`src/rtl/multicycle_control_unit_pkg.sv`:
```
`default_nettype none
// +-------------------------------------------------------------------+
// | cu_pkg : shared encodings for the multi-cycle control unit        |
// | Rev 1.0                                                           |
// +-------------------------------------------------------------------+
package cu_pkg;

    localparam logic [6:0] OP_R    = 7'b0110011;
    localparam logic [6:0] OP_I    = 7'b0010011;
    localparam logic [6:0] OP_LW   = 7'b0000011;
    localparam logic [6:0] OP_SW   = 7'b0100011;
    localparam logic [6:0] OP_JALR = 7'b1100111;
    localparam logic [6:0] OP_BR   = 7'b1100011;

    localparam logic [3:0] ALU_ADD = 4'b0010;
    localparam logic [3:0] ALU_SUB = 4'b0110;
    localparam logic [3:0] ALU_AND = 4'b0000;
    localparam logic [3:0] ALU_OR  = 4'b0001;
    localparam logic [3:0] ALU_SLT = 4'b0111;

    localparam logic [2:0] S_FETCH  = 3'd0;
    localparam logic [2:0] S_DECODE = 3'd1;
    localparam logic [2:0] S_EXEC   = 3'd2;
    localparam logic [2:0] S_MEM    = 3'd3;
    localparam logic [2:0] S_WB     = 3'd4;
    localparam logic [2:0] S_TRAP   = 3'd5;

    localparam logic [1:0] PC_PLUS4  = 2'b00;
    localparam logic [1:0] PC_BRANCH = 2'b01;
    localparam logic [1:0] PC_JALR   = 2'b10;
    localparam logic [1:0] PC_TRAP   = 2'b11;

    localparam logic [1:0] WB_ALU = 2'b00;
    localparam logic [1:0] WB_MEM = 2'b01;
    localparam logic [1:0] WB_PC4 = 2'b10;

    localparam logic [1:0] CAUSE_NONE    = 2'b00;
    localparam logic [1:0] CAUSE_IFAULT  = 2'b01;
    localparam logic [1:0] CAUSE_ILLEGAL = 2'b10;
    localparam logic [1:0] CAUSE_DFAULT  = 2'b11;

endpackage
`default_nettype wire

```
`src/rtl/multicycle_control_unit_if.sv`:
```
`default_nettype none
// +-------------------------------------------------------------------+
// | multicycle_control_unit_if : imem/dmem handshake + PMP fault      |
// | Rev 1.0                                                           |
// +-------------------------------------------------------------------+
interface multicycle_control_unit_if;
    logic imem_req;
    logic imem_ready;
    logic dmem_req;
    logic dmem_we;
    logic dmem_ready;
    logic pmp_fault;

    modport master (
        output imem_req, dmem_req, dmem_we,
        input  imem_ready, dmem_ready, pmp_fault
    );

    modport slave (
        input  imem_req, dmem_req, dmem_we,
        output imem_ready, dmem_ready, pmp_fault
    );
endinterface
`default_nettype wire

```
`src/rtl/multicycle_control_unit_alu_op_decoder.sv`:
```
`default_nettype none
// +-------------------------------------------------------------------+
// | alu_op_decoder : opcode/funct3/funct7 -> ALU control code         |
// | Rev 1.0                                                           |
// +-------------------------------------------------------------------+
module alu_op_decoder
    import cu_pkg::*;
(
    input  logic [6:0] opcode,
    input  logic [2:0] funct3,
    input  logic [6:0] funct7,
    output logic [3:0] alu_cc
);

    // Only funct7[5] distinguishes SUB from ADD in the supported subset.
    logic unused_funct7;
    assign unused_funct7 = ^{funct7[6], funct7[4:0]};

    always_comb begin
        alu_cc = ALU_ADD;
        if (opcode == OP_R) begin
            case (funct3)
                3'b000:  alu_cc = funct7[5] ? ALU_SUB : ALU_ADD;
                3'b111:  alu_cc = ALU_AND;
                3'b110:  alu_cc = ALU_OR;
                3'b010:  alu_cc = ALU_SLT;
                default: alu_cc = ALU_ADD;
            endcase
        end else if (opcode == OP_BR) begin
            alu_cc = ALU_SUB;
        end
    end

endmodule
`default_nettype wire

```
`src/rtl/multicycle_control_unit.sv`:
```
`default_nettype none
// +-------------------------------------------------------------------+
// | multicycle_control_unit : FETCH/DECODE/EXEC/MEM/WB/TRAP sequencer |
// | Optional BEQ/BNE support when CU_BRANCH_EN is defined. Rev 1.0    |
// +-------------------------------------------------------------------+
module multicycle_control_unit
    import cu_pkg::*;
#(
    parameter int MEM_TIMEOUT = 16,
    parameter int TMO_W       = (MEM_TIMEOUT > 0) ? $clog2(MEM_TIMEOUT + 1) : 1
) (
    input  logic                             clk,
    input  logic                             reset,
    input  logic [6:0]                       opcode,
    input  logic [2:0]                       funct3,
    input  logic [6:0]                       funct7,
    input  logic                             alu_zero,
    multicycle_control_unit_if.master        mem,
    output logic                             ir_write,
    output logic                             pc_write,
    output logic [1:0]                       pc_src,
    output logic                             reg_write,
    output logic                             alu_src,
    output logic [3:0]                       alu_cc,
    output logic [1:0]                       wb_sel,
    output logic                             trap,
    output logic [1:0]                       trap_cause,
    output logic [2:0]                       state_o
);

    localparam logic [TMO_W-1:0] TMO_LAST = TMO_W'((MEM_TIMEOUT > 0) ? MEM_TIMEOUT - 1 : 0);
    localparam logic [TMO_W-1:0] TMO_MAX  = TMO_W'(MEM_TIMEOUT);

    logic [2:0]       state, next_state;
    logic [1:0]       cause, next_cause;
    logic [TMO_W-1:0] wait_cnt;
    logic [3:0]       dec_cc;
    logic             legal, br_taken, tmo_hit, req_pending;

    alu_op_decoder u_alu_op_decoder (
        .opcode (opcode),
        .funct3 (funct3),
        .funct7 (funct7),
        .alu_cc (dec_cc)
    );

`ifdef CU_BRANCH_EN
    assign br_taken = (funct3 == 3'b000) ? alu_zero : !alu_zero;
`else
    logic unused_alu_zero;
    assign unused_alu_zero = alu_zero;
    assign br_taken        = 1'b0;
`endif

    always_comb begin
        case (opcode)
            OP_R, OP_I, OP_LW, OP_SW, OP_JALR: legal = 1'b1;
`ifdef CU_BRANCH_EN
            OP_BR:   legal = (funct3 == 3'b000) || (funct3 == 3'b001);
`endif
            default: legal = 1'b0;
        endcase
    end

    // Timeout fires on the last permitted wait cycle; a ready in that cycle still wins.
    assign tmo_hit     = (MEM_TIMEOUT != 0) && (wait_cnt == TMO_LAST);
    assign req_pending = ((state == S_FETCH) && !mem.imem_ready) ||
                         ((state == S_MEM)   && !mem.dmem_ready);

    always_ff @(posedge clk) begin
        if (reset) begin
            state    <= S_FETCH;
            cause    <= CAUSE_NONE;
            wait_cnt <= '0;
        end else begin
            state <= next_state;
            cause <= next_cause;
            if (next_state != state)
                wait_cnt <= '0;
            else if (req_pending && (wait_cnt != TMO_MAX))
                wait_cnt <= wait_cnt + 1'b1;
        end
    end

    always_comb begin
        next_state = state;
        next_cause = cause;
        case (state)
            S_FETCH: begin
                if (mem.pmp_fault || (!mem.imem_ready && tmo_hit)) begin
                    next_state = S_TRAP;
                    next_cause = CAUSE_IFAULT;
                end else if (mem.imem_ready) begin
                    next_state = S_DECODE;
                end
            end
            S_DECODE: begin
                if (legal) begin
                    next_state = S_EXEC;
                end else begin
                    next_state = S_TRAP;
                    next_cause = CAUSE_ILLEGAL;
                end
            end
            S_EXEC: begin
                case (opcode)
                    OP_LW, OP_SW: next_state = S_MEM;
                    OP_BR:        next_state = S_FETCH;
                    default:      next_state = S_WB;
                endcase
            end
            S_MEM: begin
                if (mem.pmp_fault || (!mem.dmem_ready && tmo_hit)) begin
                    next_state = S_TRAP;
                    next_cause = CAUSE_DFAULT;
                end else if (mem.dmem_ready) begin
                    next_state = (opcode == OP_SW) ? S_FETCH : S_WB;
                end
            end
            default: next_state = S_FETCH;
        endcase
    end

    always_comb begin
        mem.imem_req = (state == S_FETCH);
        mem.dmem_req = 1'b0;
        mem.dmem_we  = 1'b0;
        ir_write     = 1'b0;
        pc_write     = 1'b0;
        pc_src       = PC_PLUS4;
        reg_write    = 1'b0;
        alu_src      = 1'b0;
        alu_cc       = ALU_ADD;
        wb_sel       = WB_ALU;
        trap         = 1'b0;
        if (!reset) begin
            case (state)
                S_FETCH: begin
                    if (mem.imem_ready && !mem.pmp_fault) begin
                        ir_write = 1'b1;
                        pc_write = 1'b1;
                    end
                end
                S_EXEC: begin
                    alu_src = (opcode != OP_R);
                    alu_cc  = dec_cc;
                    if (opcode == OP_JALR) begin
                        pc_write = 1'b1;
                        pc_src   = PC_JALR;
                    end else if ((opcode == OP_BR) && br_taken) begin
                        pc_write = 1'b1;
                        pc_src   = PC_BRANCH;
                    end
                end
                S_MEM: begin
                    mem.dmem_req = 1'b1;
                    mem.dmem_we  = (opcode == OP_SW);
                end
                S_WB: begin
                    reg_write = 1'b1;
                    if (opcode == OP_LW)
                        wb_sel = WB_MEM;
                    else if (opcode == OP_JALR)
                        wb_sel = WB_PC4;
                end
                S_TRAP: begin
                    trap     = 1'b1;
                    pc_write = 1'b1;
                    pc_src   = PC_TRAP;
                end
                default: ;
            endcase
        end
    end

    assign trap_cause = cause;
    assign state_o    = state;

endmodule
`default_nettype wire

```
`src/flat_wrapper.sv`:
```
// flat-port wrapper written by rule: the top's interface ports become plain ports
module multicycle_control_unit_flat import cu_pkg::*;
#(
    parameter int MEM_TIMEOUT = 16,
    parameter int TMO_W       = (MEM_TIMEOUT > 0) ? $clog2(MEM_TIMEOUT + 1) : 1
)
  (clk, reset, opcode, funct3, funct7, alu_zero, ir_write, pc_write, pc_src, reg_write, alu_src, alu_cc, wb_sel, trap, trap_cause, state_o, mem_imem_req, mem_dmem_req, mem_dmem_we, mem_imem_ready, mem_dmem_ready, mem_pmp_fault);
  multicycle_control_unit_if mem_i ();
  input  logic clk;
  input  logic reset;
  input  logic [6:0] opcode;
  input  logic [2:0] funct3;
  input  logic [6:0] funct7;
  input  logic alu_zero;
  output logic ir_write;
  output logic pc_write;
  output logic [1:0] pc_src;
  output logic reg_write;
  output logic alu_src;
  output logic [3:0] alu_cc;
  output logic [1:0] wb_sel;
  output logic trap;
  output logic [1:0] trap_cause;
  output logic [2:0] state_o;
  output wire logic [$bits(mem_i.imem_req)-1:0] mem_imem_req;
  output wire logic [$bits(mem_i.dmem_req)-1:0] mem_dmem_req;
  output wire logic [$bits(mem_i.dmem_we)-1:0] mem_dmem_we;
  input wire logic [$bits(mem_i.imem_ready)-1:0] mem_imem_ready;
  input wire logic [$bits(mem_i.dmem_ready)-1:0] mem_dmem_ready;
  input wire logic [$bits(mem_i.pmp_fault)-1:0] mem_pmp_fault;
  assign mem_imem_req = mem_i.imem_req;
  assign mem_dmem_req = mem_i.dmem_req;
  assign mem_dmem_we = mem_i.dmem_we;
  assign mem_i.imem_ready = mem_imem_ready;
  assign mem_i.dmem_ready = mem_dmem_ready;
  assign mem_i.pmp_fault = mem_pmp_fault;
  multicycle_control_unit #(.MEM_TIMEOUT(MEM_TIMEOUT), .TMO_W(TMO_W)) u_core (.clk(clk), .reset(reset), .opcode(opcode), .funct3(funct3), .funct7(funct7), .alu_zero(alu_zero), .mem(mem_i), .ir_write(ir_write), .pc_write(pc_write), .pc_src(pc_src), .reg_write(reg_write), .alu_src(alu_src), .alu_cc(alu_cc), .wb_sel(wb_sel), .trap(trap), .trap_cause(trap_cause), .state_o(state_o));
endmodule
```
`config.mk`:
```
export PLATFORM = sky130hd
export DESIGN_NAME = multicycle_control_unit_flat
export DESIGN_NICKNAME = d
export VERILOG_FILES = /design/src/rtl/multicycle_control_unit_pkg.sv /design/src/rtl/multicycle_control_unit_if.sv /design/src/rtl/multicycle_control_unit_alu_op_decoder.sv /design/src/rtl/multicycle_control_unit.sv /design/src/flat_wrapper.sv
export SDC_FILE = /design/constraint.sdc
export NUM_CORES = 1
export LEC_CHECK = 0
export ABC_AREA = 1
export BUFFER_PORTS_ARGS = -buffer_cell sky130_fd_sc_hd__buf_2
export CORE_MARGIN = 10
export CORE_UTILIZATION = 45
export DETAILED_ROUTE_END_ITERATION = 16
export GPL_TIMING_DRIVEN = 0
export PLACE_DENSITY = 0.74
export SYNTH_ARGS = -nofsm -noshare
export SYNTH_HDL_FRONTEND = slang
export SYNTH_SLANG_ARGS = --single-unit
```
`constraint.sdc`:
```
create_clock -name clk -period 2.3 [get_ports clk]
set_input_delay 0.345 -clock clk [delete_from_list [all_inputs] [get_ports clk]]
set_output_delay 0.345 -clock clk [all_outputs]
set_load 0.03 [all_outputs]
```
-- Word level (Yosys, flattened, before mapping)
Index checks and enable logic that the tools add are counted.
- bits in registers: 10
- multiplexer cells: 41
- equality and inequality tests: 21
- reductions and logical operators: 19
- add/sub/neg operators: 1
- operators with widths (kind ; number):
    3-bit two-way mux ; 8
    3-bit case mux with 4 select lines ; 2
    1-bit two-way mux ; 16
    2-bit two-way mux ; 8
    7-bit by 6-bit == test with 1-bit output, second input constant ; 2
    7-bit == test, second input constant ; 2
    3-bit == test, second input constant ; 4
    4-bit two-way mux ; 3
    3-bit by 2-bit == test with 1-bit output, second input constant ; 3
    7-bit by 2-bit == test with 1-bit output, second input constant ; 1
    7-bit by 5-bit == test with 1-bit output, second input constant ; 1
    7-bit by 6-bit != test with 1-bit output, second input constant ; 1
    1-bit logical AND ; 6
    3-bit logical NOT ; 2
    2-bit case mux with 3 select lines ; 1
    3-bit case mux with 2 select lines ; 1
    5-bit by 1-bit adder with 5-bit output, second input constant ; 1
    5-bit by 4-bit == test with 1-bit output, second input constant ; 1
    5-bit != test, second input constant ; 1
    5-bit OR reduction ; 1
    2-bit != test, second input constant ; 2
    2-bit case mux with 2 select lines ; 1
    4-bit AND reduction ; 1
    2-bit OR reduction ; 2
    7 further kinds ; 11

-- Logic depth before layout (Yosys ltp)
Gate-level depths: netlist of run 1.
- depth after elaboration: 7
- gate-level depth with buffers: 13
- gate-level depth less buffers: 13

-- Hierarchy
From an unflattened synthesis of run 1, not the netlist that was laid out.
- cells, all modules: 177
- area, all modules: 975.9 um^2
- by module, submodules not included (module ; sequential area each (um^2) ; cells each ; area each (um^2) ; times used):
    multicycle_control_unit ; 200.2 ; 154 ; 875.8 ; 1
    alu_op_decoder ; 0.0 ; 23 ; 100.1 ; 1

-- Worst setup path before layout of run 1
OpenSTA, ideal clock, no wires.
- path kind: register to output
- start: reg u_core.state[2] (netlist: u_core.state_o[2])
- end: out wb_sel[0]
- arrival: 2.318 ns
- path buffers: 0
- slack: -0.363 ns
- stages on the path, launching flop included: 5
- cell sequence: dfxtp_1 inv_2 nor3_1 inv_1 nor3_1
- word-level cells in the longest chain between the ends: 3
- RTL lines (what ; RTL line ; text):
    from (decl) ; multicycle_control_unit.sv:34 ; logic [2:0] state, next_state;
    from (signal assigned) ; multicycle_control_unit.sv:76 ; state <= next_state;
    3-bit == test ; multicycle_control_unit.sv:137 ; case (state)
    2-bit two-way mux ; multicycle_control_unit.sv:137 ;
    2-bit two-way mux ; multicycle_control_unit.sv:136 ; if (!reset) begin
    to (decl) ; flat_wrapper.sv:21 ; output logic [1:0] wb_sel;
No other way between the ends.

-- Worst setup path in the final report of run 1
- start: reg u_core.state[1] (netlist: u_core.state_o[1])
- end: out pc_write
- word-level cells in the longest chain between the ends: 3
- RTL lines (what ; RTL line ; text):
    3-bit == test, or another cell as far along ; multicycle_control_unit.sv:137 ;
    1-bit case mux with 3 select lines (*) ; multicycle_control_unit.sv:137 ;
    1-bit two-way mux (*) ; multicycle_control_unit.sv:136 ;
    to (decl) ; flat_wrapper.sv:16 ; output logic pc_write;
Every way passes the cells marked *; elsewhere a longest branch is shown, timed or not.

==> results.py, run 1 <==
metrics = {
    "run_status": {
        "status": "complete, no violations",
    },
    "cts": {
        "cts_resized": 0,
        "htreeDepth": 1,
        "cts.path.max_buffers": 2,
        "clk_latency_ps": 260,
        "cts_tree": "yes",
        "clk_pin_slew_ps": 60,
        "cts_root_buf": "clkbuf_4",
        "post_cts_hold_buffer_count": 0,
        "cts_num_sinks": 10,
        "cts_post_setup_buffers_inserted": 0,
        "cts_buffers": 3,
    },
    "power_and_ir_drop": {
        "power_density_nw_per_um2": 474,
        "vdd.ir_drop.worst_mv": 0.346,
        "p_sw_frac": 0.384,
        "p_leak_nw": 0.612,
        "p_sw_uw": 213,
        "internal_power_uw": 341,
        "p_clk_frac": 0.276,
        "seq_power_share": 0.365,
        "p_comb_frac": 0.359,
    },
    "setup_path": {
        "r2r_start": "u_core.wait_cnt[0]",
        "critPathMaxStageDelay_ps": 440,
        "crit_fanout": 6,
        "arrival_ps": 1640,
        "startpoint_type": "flip-flop",
        "cpMaxStageDelayCell": "dfxtp_1",
        "cp-startpoint": "u_core.state_o[1]",
        "worstPathCellList": "inv_1 > nor2_4 > nand2_1 > o21ai_0 > inv_1 > nand2_1 > nand2_1 > inv_1 > buf_2",
        "crit_path_end_kind": "output port",
        "cp.required_ps": 1960,
        "crit_type": "reg2out",
    },
    "sta": {
        "fin_crit_sh": 0.862,
        "drv_slew": 0,
        "tns_ps": 0,
        "min_period_ps": 1980,
        "setup_viol": 0,
        "setup_slack_ps": 317,
        "max_freq_mhz": 504,
        "rsz0062_at_grt": "no",
        "final.setup_skew_ps": 1.23,
        "final_hold_viol_count": 0,
    },
    "place": {
        "numPortBuffers": 35,
        "pre_cts_slack_ps": 467,
        "dp_hpwl_um": 2190,
        "place_congestion": 0.897,
    },
    "routing": {
        "drc": 0,
        "vias": 1083,
        "wl_per_cell_um": 11.1,
        "vias_per_cell": 4.79,
        "ant_nets": 0,
        "first_iter_violations": 34,
        "wl_um": 2510,
        "first_pass_iters": 4,
    },
    "synthesis": {
        "syn_inst": 160,
        "yosys.cell_types.count": 26,
        "ys_ff_latch": 10,
        "synth_seq_area_share": 0.219,
        "synth_area_um2": 913,
        "synth_edf_count": 0,
        "synthFlopType": "dfxtp_1",
        "synth_nets": 186,
        "syn_avg_cell_area_um2": 5.71,
        "async_reset_ff_frac": 0,
        "yosysWarnings": 0,
    },
    "layout": {
        "n_fill_cell": 211,
        "finish.utilization": 0.602,
        "multi_input_area_um2": 599,
        "drive_gt1_frac": 0.281,
        "antenna_cells": 0,
        "syn_to_final_growth_pct": 27.9,
        "nets": 226,
        "seq_area_um2": 200,
    },
    "global_routing": {
        "grt_start_max_net_pins": 11,
        "grtUsageTotal": 0.118,
        "grt_pass1_wl_um": 4190,
        "grt_antenna_before_repair": 0,
        "grt_overflow_total": 0,
        "first_global_vias": 970,
    },
    "floorplan": {
        "rows": 16,
        "initial_core_util": 0.470,
        "die-width_um": 65.1,
        "dieArea_um2": 4230,
        "chipHeight_um": 65.1,
        "design.core.area_um2": 1940,
        "ios": 44,
    },
    "run": {
        "drv_cap": 0,
    },
    "min_path": {
        "worstHoldPathType": "reg2reg",
        "hp-start": "u_core.trap_cause[1]",
    },
}
## flip-flops by register name (all words and copies together) (netlist names)
signal,count
u_core.wait_cnt,5
u_core.state_o,3
u_core.trap_cause,2
## cells in the mapped netlist, types with 2 or more instances
master | instances | area share
nor2_1 | 26 | 0.11
nand4_1 | 3 | 0.021
nand2_1 | 36 | 0.15
o21ai_1 | 3 | 0.016
a21oi_1 | 4 | 0.022
nand2_2 | 5 | 0.034
dfxtp_1 | 10 | 0.22
nor2_4 | 2 | 0.025
inv_2 | 2 | 0.0082
nand3_1 | 16 | 0.088
ha_1 | 3 | 0.041
inv_1 | 28 | 0.12
nor3_1 | 8 | 0.044
nor2_2 | 2 | 0.014
## cells in the final DEF (no fill, tap or decap), drive strengths merged, types with 3 or more instances in the layout
master and count:
nand4 3, nor3 9, clkbuf 5, buf 36, a21oi 4, nand3 17
nor2 30, inv 30, dfxtp 10, nand2 42, ha 3, o21ai 4
## worst max-delay path: cells and delay by family, from the launching register on
| kind | cells | cell delay [ps] |
|---|---|---|
| flops | 1 | 440 |
| buf+inv | 4 | 440 |
| simple gates | 4 | 320 |
| compound gates | 1 | 180 |
## cell families after synthesis
logic type | after synthesis | share of synthesized area
AND/OR/NAND/NOR | 102 | 0.521
buffers and inverters | 32 | 0.136
AO/OA/AOI/OAI | 10 | 0.0603
flip-flops | 10 | 0.219
adder cells (fa/ha/maj) | 3 | 0.0411
XOR/XNOR | 2 | 0.0192
other | 1 | 0.00411
## metrics by stage
stage                     hold WS (ps)  cells  instance area [um^2]  total power, mW
final                              446    226                  1170            0.554
after global routing               471    226                  1170            0.593
after CTS                          450    226                  1170            0.560
after detailed placement           440    222                  1130            0.405
after global placement             434    222                  1130            0.401
after floorplan                    518    160                   923            0.345
## per-layer routing
layer	up-vias	share of wire	track usage
li1	577	-	-
met1	481	0.42	0.130
met2	25	0.52	0.211
met3	0	0.053	0.0378
met4	0	0	0.0348
met5	-	0	0
## layout make-up
cell class / count / share of cell area
Inverter: 30 / 0.0964
Clock buffer: 4 / 0.0310
Tap cell: 27 / 0.0289
Buffer: 2 / 0.00964
Timing Repair Buffer: 35 / 0.150
Sequential cell: 10 / 0.171
Multi-Input combinational cell: 118 / 0.513
## power groups by stage
stage                     clock network (mW)  logic, mW  registers, mW
after floorplan                            0      0.122          0.224
after global placement                     0      0.195          0.206
after detailed placement                   0      0.199          0.206
after CTS                              0.158      0.200          0.202
after global routing                   0.169      0.221          0.203
final                                  0.153      0.199          0.202
## path summary, 6_finish.rpt
check,cells past startpoint,slack (ps),end
min,2,450,u_core.trap_cause[1]
max,9,320,pc_write
max reg2reg,13,470,u_core.wait_cnt[1]
min reg2reg,2,450,u_core.trap_cause[1]
(Power assumes the default switching activity.)
==> inputs of run 2 (changes only) <==
Settings changed: CORE_MARGIN 10 to 8.
==> run 2 against run 1 <==
Die area decreased by 12%. Non-clock buffer count unchanged. Worst hold slack improved by 1.1 ps. Register-to-register slack got worse by 50 ps. Wire length decreased by 4.2%. Fmax increased by 2.5%. Critical path depth unchanged. Global-route usage increased by 2.5 points. Count of clock-buffer cells in the layout unchanged. Sequential share of layout area unchanged. Critical path type unchanged. Critical endpoint unchanged. Largest cell class unchanged. Highest routed layer is now met4.
==> results.py, run 2 (synthesis gave the netlist of run 1 again) <==
metrics = {
    "run_status": {
        "status": "complete, no violations",
    },
    "setup_path": {
        "ff2ff_setup_slack_ps": 420,
        "path_buf_inv": 4,
        "startpoint_type": "flip-flop",
        "crit_fanout": 6,
        "worstPathCellList": "inv_1 > nor2_4 > nand2_1 > o21ai_0 > inv_1 > nand2_1 > nand2_1 > inv_1 > buf_2",
        "crit_path_end_kind": "output port",
        "cp-startpoint": "u_core.state_o[1]",
        "arrival_ps": 1590,
        "crit_type": "reg2out",
        "critPathMaxStageDelay_ps": 420,
        "cp.required_ps": 1960,
        "crit_family": "buffers and inverters",
        "cpMaxStageDelayCell": "dfxtp_1",
        "r2r_start": "u_core.wait_cnt[0]",
    },
    "cts": {
        "clk_latency_ps": 260,
        "cts_buffers": 3,
        "cts_tree": "yes",
        "cts_num_sinks": 10,
        "clk_pin_slew_ps": 70,
        "cts_root_buf": "clkbuf_4",
        "cts.path.max_buffers": 2,
        "htreeDepth": 1,
        "cts_resized": 0,
        "post_cts_hold_buffer_count": 0,
        "cts_post_setup_buffers_inserted": 0,
    },
    "layout": {
        "largest_register_ffs": 5,
        "regMostFlops": "u_core.wait_cnt",
        "mostFrequentLayoutCell": "nand2_1",
        "syn_to_final_growth_pct": 27.9,
        "drive_gt1_frac": 0.281,
        "antenna_cells": 0,
        "nets": 226,
        "layout_common_cells": "nand2_1, buf_2, inv_1",
    },
    "place": {
        "pre_cts_slack_ps": 415,
        "place_congestion": 0.860,
        "dp_hpwl_um": 2060,
        "numPortBuffers": 35,
    },
    "global_routing": {
        "first_global_vias": 1009,
        "grt_antenna_before_repair": 0,
        "grt_overflow_total": 0,
        "grt_start_max_net_pins": 11,
        "grtUsageTotal": 0.143,
        "grt_pass1_wl_um": 4160,
    },
    "floorplan": {
        "dieArea_um2": 3730,
        "die-width_um": 61.1,
        "chipHeight_um": 61.1,
        "design.core.area_um2": 1940,
        "initial_core_util": 0.470,
        "ios": 44,
        "rows": 16,
    },
    "sta": {
        "final_hold_viol_count": 0,
        "fin_crit_sh": 0.841,
        "drv_slew": 0,
        "tns_ps": 0,
        "final.setup_skew_ps": 1.22,
        "setup_viol": 0,
        "setup_slack_ps": 365,
        "min_period_ps": 1930,
        "rsz0062_at_grt": "no",
        "max_freq_mhz": 517,
    },
    "routing": {
        "vias": 1055,
        "ant_nets": 0,
        "wl_um": 2410,
        "wl_per_cell_um": 10.7,
        "first_pass_iters": 4,
        "first_iter_violations": 20,
        "drc": 0,
        "vias_per_cell": 4.67,
    },
    "power_and_ir_drop": {
        "power_density_nw_per_um2": 477,
        "p_leak_nw": 0.612,
        "vdd.ir_drop.worst_mv": 0.337,
    },
    "min_path": {
        "worstHoldPathType": "reg2reg",
        "hp-start": "u_core.trap_cause[1]",
    },
    "run": {
        "drv_cap": 0,
    },
}
==> run 2: cell counts in the layout (fill, tap and decap cells not counted) <==
No cell type changed its count.
==> run 2: report_power, final <==
group | total [mW] | switching [mW] | internal [mW]
Sequential | 0.202 | 0.0172 | 0.185
Combinational | 0.198 | 0.138 | 0.0605
Clock | 0.158 | 0.0616 | 0.0961
==> run 2: layout make-up <==
cell class / count / area, um^2
multi-input combinational: 118 / 599
clock buffer: 4 / 36.3
tap: 27 / 33.8
sequential: 10 / 200
inverter: 30 / 113
timing repair buffer: 35 / 175
buffer: 2 / 11.3
fill: 210 / 773
==> run 2: path summary, 6_finish.rpt <==
check / to / cells after the start
worst min-delay path: u_core.trap_cause[1] / 2
worst min register to register: u_core.trap_cause[1] / 2
worst max register to register: u_core.wait_cnt[3] / 13
worst max-delay path: pc_write / 9
==> run 2: per-layer routing <==
| layer | part of all wire | vias to the layer above | track usage |
|---|---|---|---|
| met2 | 0.50 | 16 | 0.257 |
| met5 | 0 | - | 0 |
| met4 | 0.0025 | 0 | 0.0365 |
| met3 | 0.066 | 2 | 0.0459 |
| li1 | - | 582 | - |
| met1 | 0.43 | 455 | 0.156 |
==> run 2: worst register-to-register path, delay by kind of cell (launching register included) <==
family	cells	cell delay [ps]
and+or+nand+nor	11	1040
adders and majority gates	2	420
DFF	1	340
==> run 2: stage by stage <==
stage,area (um^2),utilization,instances,hold slack (ps),power (mW)
floorplan,923,-,160,518,0.345
global placement,1130,0.583,222,435,0.401
detailed placement,1130,0.583,222,440,0.405
CTS,1170,0.602,226,450,0.571
global route,1170,0.602,226,470,0.602
finish,1170,0.602,226,447,0.558
